==> config.mk <==
export PLATFORM = sky130hd
export DESIGN_NAME = mem_port_scheduler
export DESIGN_NICKNAME = d
export VERILOG_FILES = /design/src/rtl/mem_sched_pkg.sv /design/src/rtl/mem_sched_rr_pick.sv /design/src/rtl/mem_port_scheduler.sv
export SDC_FILE = /design/constraint.sdc
export NUM_CORES = 1
export LEC_CHECK = 0
export CORE_AREA = 2 2 158 160
export CTS_CLUSTER_DIAMETER = 60
export DETAILED_ROUTE_END_ITERATION = 10
export DIE_AREA = 0 0 160 162
export GPL_TIMING_DRIVEN = 0
export PLACE_DENSITY = 0.69
export SYNTH_ARGS = -nofsm -noshare
export SYNTH_HDL_FRONTEND = slang
export SYNTH_SLANG_ARGS = --single-unit
==> constraint.sdc <==
create_clock -name clk -period 2.4 [get_ports clk]
set_input_delay 0.48 -clock clk [delete_from_list [all_inputs] [get_ports clk]]
set_output_delay 0.48 -clock clk [all_outputs]
set_load 0.1 [all_outputs]
==> src/rtl/mem_sched_pkg.sv <==
// Shared types and defaults for the memory port scheduler.
// The latched request struct is sized by SCHED_ADDR_W/SCHED_DATA_W, so the top's ADDR_W/DATA_W must match them.
package mem_sched_pkg;

    localparam int SCHED_NUM_REQ = 4;
    localparam int SCHED_ADDR_W  = 32;
    localparam int SCHED_DATA_W  = 32;
    localparam int SCHED_IDX_W   = $clog2(SCHED_NUM_REQ);

    typedef enum logic [1:0] {
        IDLE     = 2'd0,
        ISSUE    = 2'd1,
        WAIT_RSP = 2'd2
    } sched_state_e;

    typedef struct packed {
        logic                    we;
        logic [SCHED_ADDR_W-1:0] addr;
        logic [SCHED_DATA_W-1:0] wdata;
    } sched_req_t;

    function automatic int idx_width(input int n);
        return (n > 1) ? $clog2(n) : 1;
    endfunction

endpackage

==> src/rtl/mem_sched_rr_pick.sv <==
// Combinational round-robin picker: first set request at or after ptr, wrapping modulo NUM_REQ.
module mem_sched_rr_pick
    import mem_sched_pkg::*;
#(
    parameter int NUM_REQ = SCHED_NUM_REQ,
    parameter int IDX_W   = SCHED_IDX_W
) (
    input  logic [NUM_REQ-1:0] req_i,
    input  logic [IDX_W-1:0]   ptr_i,
    output logic [IDX_W-1:0]   winner_o,
    output logic               any_o
);

    localparam int SUM_W = IDX_W + 1;

    logic [SUM_W-1:0] cand;

    // Scan from the farthest offset back to ptr so the nearest request overwrites earlier hits.
    always_comb begin
        winner_o = '0;
        any_o    = 1'b0;
        cand     = '0;
        for (int k = NUM_REQ - 1; k >= 0; k--) begin
            cand = {1'b0, ptr_i} + SUM_W'(k);
            if (cand >= SUM_W'(NUM_REQ)) begin
                cand = cand - SUM_W'(NUM_REQ);
            end
            if (req_i[cand[IDX_W-1:0]]) begin
                winner_o = cand[IDX_W-1:0];
                any_o    = 1'b1;
            end
        end
    end

endmodule

==> src/rtl/mem_port_scheduler.sv <==
// Round-robin arbiter sharing one memory port between NUM_REQ requesters, one transaction in flight.
// Optional response watchdog enabled by defining MEM_SCHED_TIMEOUT_EN.
module mem_port_scheduler
    import mem_sched_pkg::*;
#(
    parameter  int NUM_REQ        = SCHED_NUM_REQ,
    parameter  int ADDR_W         = SCHED_ADDR_W,
    parameter  int DATA_W         = SCHED_DATA_W,
    parameter  int TIMEOUT_CYCLES = 256,
    localparam int IDX_W          = idx_width(NUM_REQ)
) (
    input  logic                      clk,
    input  logic                      rst,
    input  logic [NUM_REQ-1:0]        req_valid_i,
    output logic [NUM_REQ-1:0]        req_ready_o,
    input  logic [NUM_REQ-1:0]        req_we_i,
    input  logic [NUM_REQ*ADDR_W-1:0] req_addr_i,
    input  logic [NUM_REQ*DATA_W-1:0] req_wdata_i,
    output logic [NUM_REQ-1:0]        rsp_valid_o,
    output logic [DATA_W-1:0]         rsp_rdata_o,
    output logic                      rsp_err_o,
    output logic                      mem_req_valid_o,
    input  logic                      mem_req_ready_i,
    output logic                      mem_we_o,
    output logic [ADDR_W-1:0]         mem_addr_o,
    output logic [DATA_W-1:0]         mem_wdata_o,
    input  logic                      mem_rsp_valid_i,
    input  logic [DATA_W-1:0]         mem_rsp_rdata_i,
    output logic                      busy_o,
    output logic [IDX_W-1:0]          owner_o
);

    sched_state_e       state_q, state_d;
    logic [IDX_W-1:0]   ptr_q, ptr_d;
    logic [IDX_W-1:0]   owner_q, owner_d;
    sched_req_t         reqLatch_q, reqLatch_d;
    logic [NUM_REQ-1:0] rspValid_q, rspValid_d;
    logic [DATA_W-1:0]  rspRdata_q, rspRdata_d;
    logic [IDX_W-1:0]   winner;
    logic               anyReq;
    logic               accept;
    logic               rspDone;
    logic               timeout;

    mem_sched_rr_pick #(
        .NUM_REQ (NUM_REQ),
        .IDX_W   (IDX_W)
    ) u_rr_pick (
        .req_i    (req_valid_i),
        .ptr_i    (ptr_q),
        .winner_o (winner),
        .any_o    (anyReq)
    );

    always_ff @(posedge clk) begin
        if (rst) begin
            state_q <= IDLE;
        end else begin
            state_q <= state_d;
        end
    end

    always_comb begin
        state_d = state_q;
        unique case (state_q)
            IDLE:     if (anyReq)                      state_d = ISSUE;
            ISSUE:    if (mem_req_ready_i)             state_d = WAIT_RSP;
            WAIT_RSP: if (mem_rsp_valid_i || timeout)  state_d = IDLE;
            default:                                   state_d = IDLE;
        endcase
    end

    // The grant is masked during reset so every output reads zero while rst is high.
    always_comb begin
        req_ready_o = '0;
        accept      = 1'b0;
        rspDone     = 1'b0;
        if (state_q == IDLE && anyReq && !rst) begin
            req_ready_o[winner] = 1'b1;
            accept              = 1'b1;
        end
        if (state_q == WAIT_RSP && (mem_rsp_valid_i || timeout)) begin
            rspDone = 1'b1;
        end
        mem_req_valid_o = (state_q == ISSUE);
        busy_o          = (state_q != IDLE);
    end

    always_comb begin
        ptr_d      = ptr_q;
        owner_d    = owner_q;
        reqLatch_d = reqLatch_q;
        rspValid_d = '0;
        rspRdata_d = rspRdata_q;
        if (accept) begin
            owner_d          = winner;
            ptr_d            = (winner == IDX_W'(NUM_REQ - 1)) ? '0 : winner + 1'b1;
            reqLatch_d.we    = req_we_i[winner];
            reqLatch_d.addr  = req_addr_i[winner*ADDR_W +: ADDR_W];
            reqLatch_d.wdata = req_wdata_i[winner*DATA_W +: DATA_W];
        end
        if (rspDone) begin
            rspValid_d[owner_q] = 1'b1;
            rspRdata_d          = mem_rsp_valid_i ? mem_rsp_rdata_i : '0;
        end
    end

    always_ff @(posedge clk) begin
        if (rst) begin
            ptr_q      <= '0;
            owner_q    <= '0;
            reqLatch_q <= '0;
            rspValid_q <= '0;
            rspRdata_q <= '0;
        end else begin
            ptr_q      <= ptr_d;
            owner_q    <= owner_d;
            reqLatch_q <= reqLatch_d;
            rspValid_q <= rspValid_d;
            rspRdata_q <= rspRdata_d;
        end
    end

`ifdef MEM_SCHED_TIMEOUT_EN
    localparam int TMR_W = $clog2(TIMEOUT_CYCLES + 1);

    logic [TMR_W-1:0] timer_q, timer_d;
    logic             rspErr_q, rspErr_d;

    // Timer idles at zero outside WAIT_RSP, so it starts from zero on every entry.
    always_comb begin
        timer_d  = '0;
        rspErr_d = rspErr_q;
        if (state_q == WAIT_RSP) begin
            timer_d = timer_q + 1'b1;
        end
        if (rspDone) begin
            rspErr_d = !mem_rsp_valid_i;
        end
    end

    always_ff @(posedge clk) begin
        if (rst) begin
            timer_q  <= '0;
            rspErr_q <= 1'b0;
        end else begin
            timer_q  <= timer_d;
            rspErr_q <= rspErr_d;
        end
    end

    assign timeout   = (state_q == WAIT_RSP) && (timer_q == TMR_W'(TIMEOUT_CYCLES - 1));
    assign rsp_err_o = rspErr_q;
`else
    logic unused_timeout_cfg;

    assign unused_timeout_cfg = (TIMEOUT_CYCLES != 0);
    assign timeout            = 1'b0;
    assign rsp_err_o          = 1'b0;
`endif

    assign rsp_valid_o = rspValid_q;
    assign rsp_rdata_o = rspRdata_q;
    assign mem_we_o    = reqLatch_q.we;
    assign mem_addr_o  = reqLatch_q.addr;
    assign mem_wdata_o = reqLatch_q.wdata;
    assign owner_o     = owner_q;

endmodule

==> results_dict.tcl <==
set metrics [dict create \
    gp_congestion 0.857 \
    layout.cells.most_common_list "clkdlybuf4s50_1, dfxtp_1, a21oi_1" \
    drv_slew 0 \
    instances_no_fill 1417 \
    avgRoutedWirePerCell_um 20.4 \
    fin_nets 1388 \
    clk_latency_ns 0.36 \
    grt_usage 0.212 \
    vias 7128 \
    synthArstFlopShare 0 \
    final_hold_viol_count 0 \
    drc 0 \
    die_area_sq_um 25900 \
    synth_area_leaders "dfxtp_1, mux2_2, a221o_1" \
    rows 57 \
    start_kind "flip-flop" \
    p_leak_nw 4.10 \
    core_area_sq_um 24100 \
    ys_ff_latch 107 \
    fin_skew_ns 0.0120 \
    setup_viol 0 \
    layout_setup_ws_ns 0.0223 \
    critPathArrivalTime_ns 1.90 \
    place_inst 1387 \
    avgSynthCellArea_sq_um 8.58 \
    p_switching_w 0.00356 \
    crit_path_top_delay_cell "dfxtp_4" \
    timing.final.crit_share 0.991 \
    areaGrowthSynthToFinish_pct 91.6 \
    grt_setup_unrepaired "yes" \
    r2r_start "ptr_q[0]" \
    synth_warnings 0 \
    min-delay-start "rsp_rdata_o[26]" \
    synth_ff_type "dfxtp_1" \
    io_buffers 407 \
    syn_nets 957 \
    crit_path_end_kind "primary output" \
    peakVddDrop_uv 460 \
    path_class "reg -> out" \
    ys_seq_area_frac 0.381 \
    layout_commonest_cell "clkdlybuf4s50_1" \
    grt_pass1_vias 7148 \
    tightest_slew_ns 1.07 \
    postCtsHoldBufs 0 \
    swShare 0.463 \
    h-tree-depth 3 \
    fin_crit_ns 2.38 \
    clkPwrFrac 0.211 \
    cts.sinks 107 \
    synth_edf_count 0 \
    ys_types 40 \
    syn_area_sq_um 5630 \
    drive_gt1_frac 0.138 \
    antenna_found_initial 1 \
    cts_made_buffers 9 \
    crit_path_max_fanout 6 \
    postLayoutCellArea_sq_um 10800 \
    grt_overflow 0 \
    clk_pin_slew_ns 0.08 \
    die_y_um 162 \
    hpwl_um 22100 \
    fmax_mhz 421 \
    slowest_delay_ns 0.42 \
    grt_pass1_wl_um 42400 \
    hold_path_class "reg -> reg" \
    p_seq_frac 0.278 \
    cap_violations 0 \
    slew_headroom 0.291 \
    crit_chain "o21ai_4, a211oi_4, nor2_4, buf_12, clkinv_8, nand2_8, buf_8, nor2_4, buf_12" \
    internal_power_w 0.00414 \
    cts_tree "done" \
    place_area_sq_um 10200 \
    comb_power_share 0.511 \
    syn_inst 656 \
    yosysTopAreaCellShare 0.381 \
    viasPerCell 5.03 \
    ios 410 \
    cts_root_buf "clkbuf_16" \
    ant_nets 0 \
    initial_core_util 0.233 \
    yosysTopAreaCell "dfxtp_1" \
    first_pass_iters 5 \
    crit_path_start "ptr_q[1]" \
    cts_max_path_buffers 2 \
    status "complete, no violations" \
    routed_wl_um 28900 \
    power_density_nw_per_um2 714 \
    post-place-ws_ns -2.33 \
    cp.required_ns 1.92 \
    drt_iter0_markers 498 \
    grt_max_degree 24 \
    fp.dieW_um 160 \
]
==> registers in the layout (all words and copies together) (netlist names) <==
signal,flops
mem_addr_o,32
mem_wdata_o,32
rsp_rdata_o,32
mem_we_o,1
rsp_valid_o,4
ptr_q,2
owner_o,2
state_q,2
==> through the flow <==
stage | power [W] | hold slack [ns] | setup TNS (ns) | util
after detailed placement | 0.00600 | 0.448 | -67.75 | 0.423
after global placement | 0.00598 | 0.441 | -66.81 | 0.423
after global routing | 0.00801 | 0.471 | -0.202 | 0.447
after CTS | 0.00775 | 0.460 | -0.329 | 0.444
after floorplan | 0.00471 | 0.501 | -0.692 | -
final | 0.00770 | 0.458 | 0 | 0.447
==> final cells by class <==
class | count | area (sq um)
inverter | 5 | 31.3
tap | 324 | 405
sequential | 107 | 2150
clock buffer | 9 | 225
fill | 2388 | 13300
antenna | 1 | 2.50
multi-input combinational | 477 | 3320
buffer | 63 | 327
timing repair buffer | 424 | 4230
clock inverter | 7 | 93.8
==> cell usage after synthesis (4+ instances only) <==
library cell	number
a21o_1	12
a21oi_1	91
a221o_1	53
a32oi_1	12
buf_1	9
buf_2	13
clkbuf_1	42
dfxtp_1	107
inv_1	5
mux2_2	49
mux2_4	4
mux2i_1	12
nand2_1	68
nand3_1	55
nor2_1	13
nor2b_1	4
nor4_1	4
o211ai_1	24
o21ai_0	53
==> kinds of logic after synthesis <==
kind of cell | count (synthesis) | synth area share
adder cells (fa/ha/maj) | 1 | 0.00222
AND/OR/NAND/NOR | 156 | 0.129
other | 1 | 0.000666
multiplexers | 65 | 0.130
buffers and inverters | 72 | 0.0542
flip-flops | 107 | 0.381
AO/OA/AOI/OAI | 254 | 0.303
==> worst max-delay path, delay by kind of cell (launching register included) <==
kind | cells | cell delay (ns)
buf+inv | 4 | 0.52
flops | 1 | 0.42
simple gates | 3 | 0.27
compound gates | 2 | 0.33
==> worst paths after layout <==
path / endpoint / slack, ns / cells after the start
worst max-delay path: req_ready_o[1] / 0.02 / 9
worst min-delay path: rsp_rdata_o[26] / 0.46 / 2
worst max register to register: mem_addr_o[20] / 0.16 / 8
worst min register to register: rsp_rdata_o[26] / 0.46 / 2
==> power groups by stage <==
stage	registers (W)	clock network, W	logic [W]
after floorplan	0.00367	0	0.00104
after global placement	0.00217	0	0.00381
after detailed placement	0.00217	0	0.00383
after CTS	0.00214	0.00167	0.00394
after global routing	0.00217	0.00173	0.00412
final	0.00214	0.00163	0.00394
==> metal layers <==
| layer | up-vias | share of wire | GRT usage |
|---|---|---|---|
| met2 | 351 | 0.49 | 0.379 |
| met4 | 0 | 0.023 | 0.0573 |
| met1 | 3385 | 0.40 | 0.243 |
| li1 | 3345 | - | - |
| met5 | - | 0 | 0 |
| met3 | 47 | 0.089 | 0.0682 |
==> repair_timing <==
item	in CTS	in global routing
setup endpoints to repair	80	72
gates cloned	0	0
pin swaps	6	6
hold endpoints to repair	0	0
gates resized for setup	91	38
setup buffers	13	4
(Power assumes the default switching activity.)
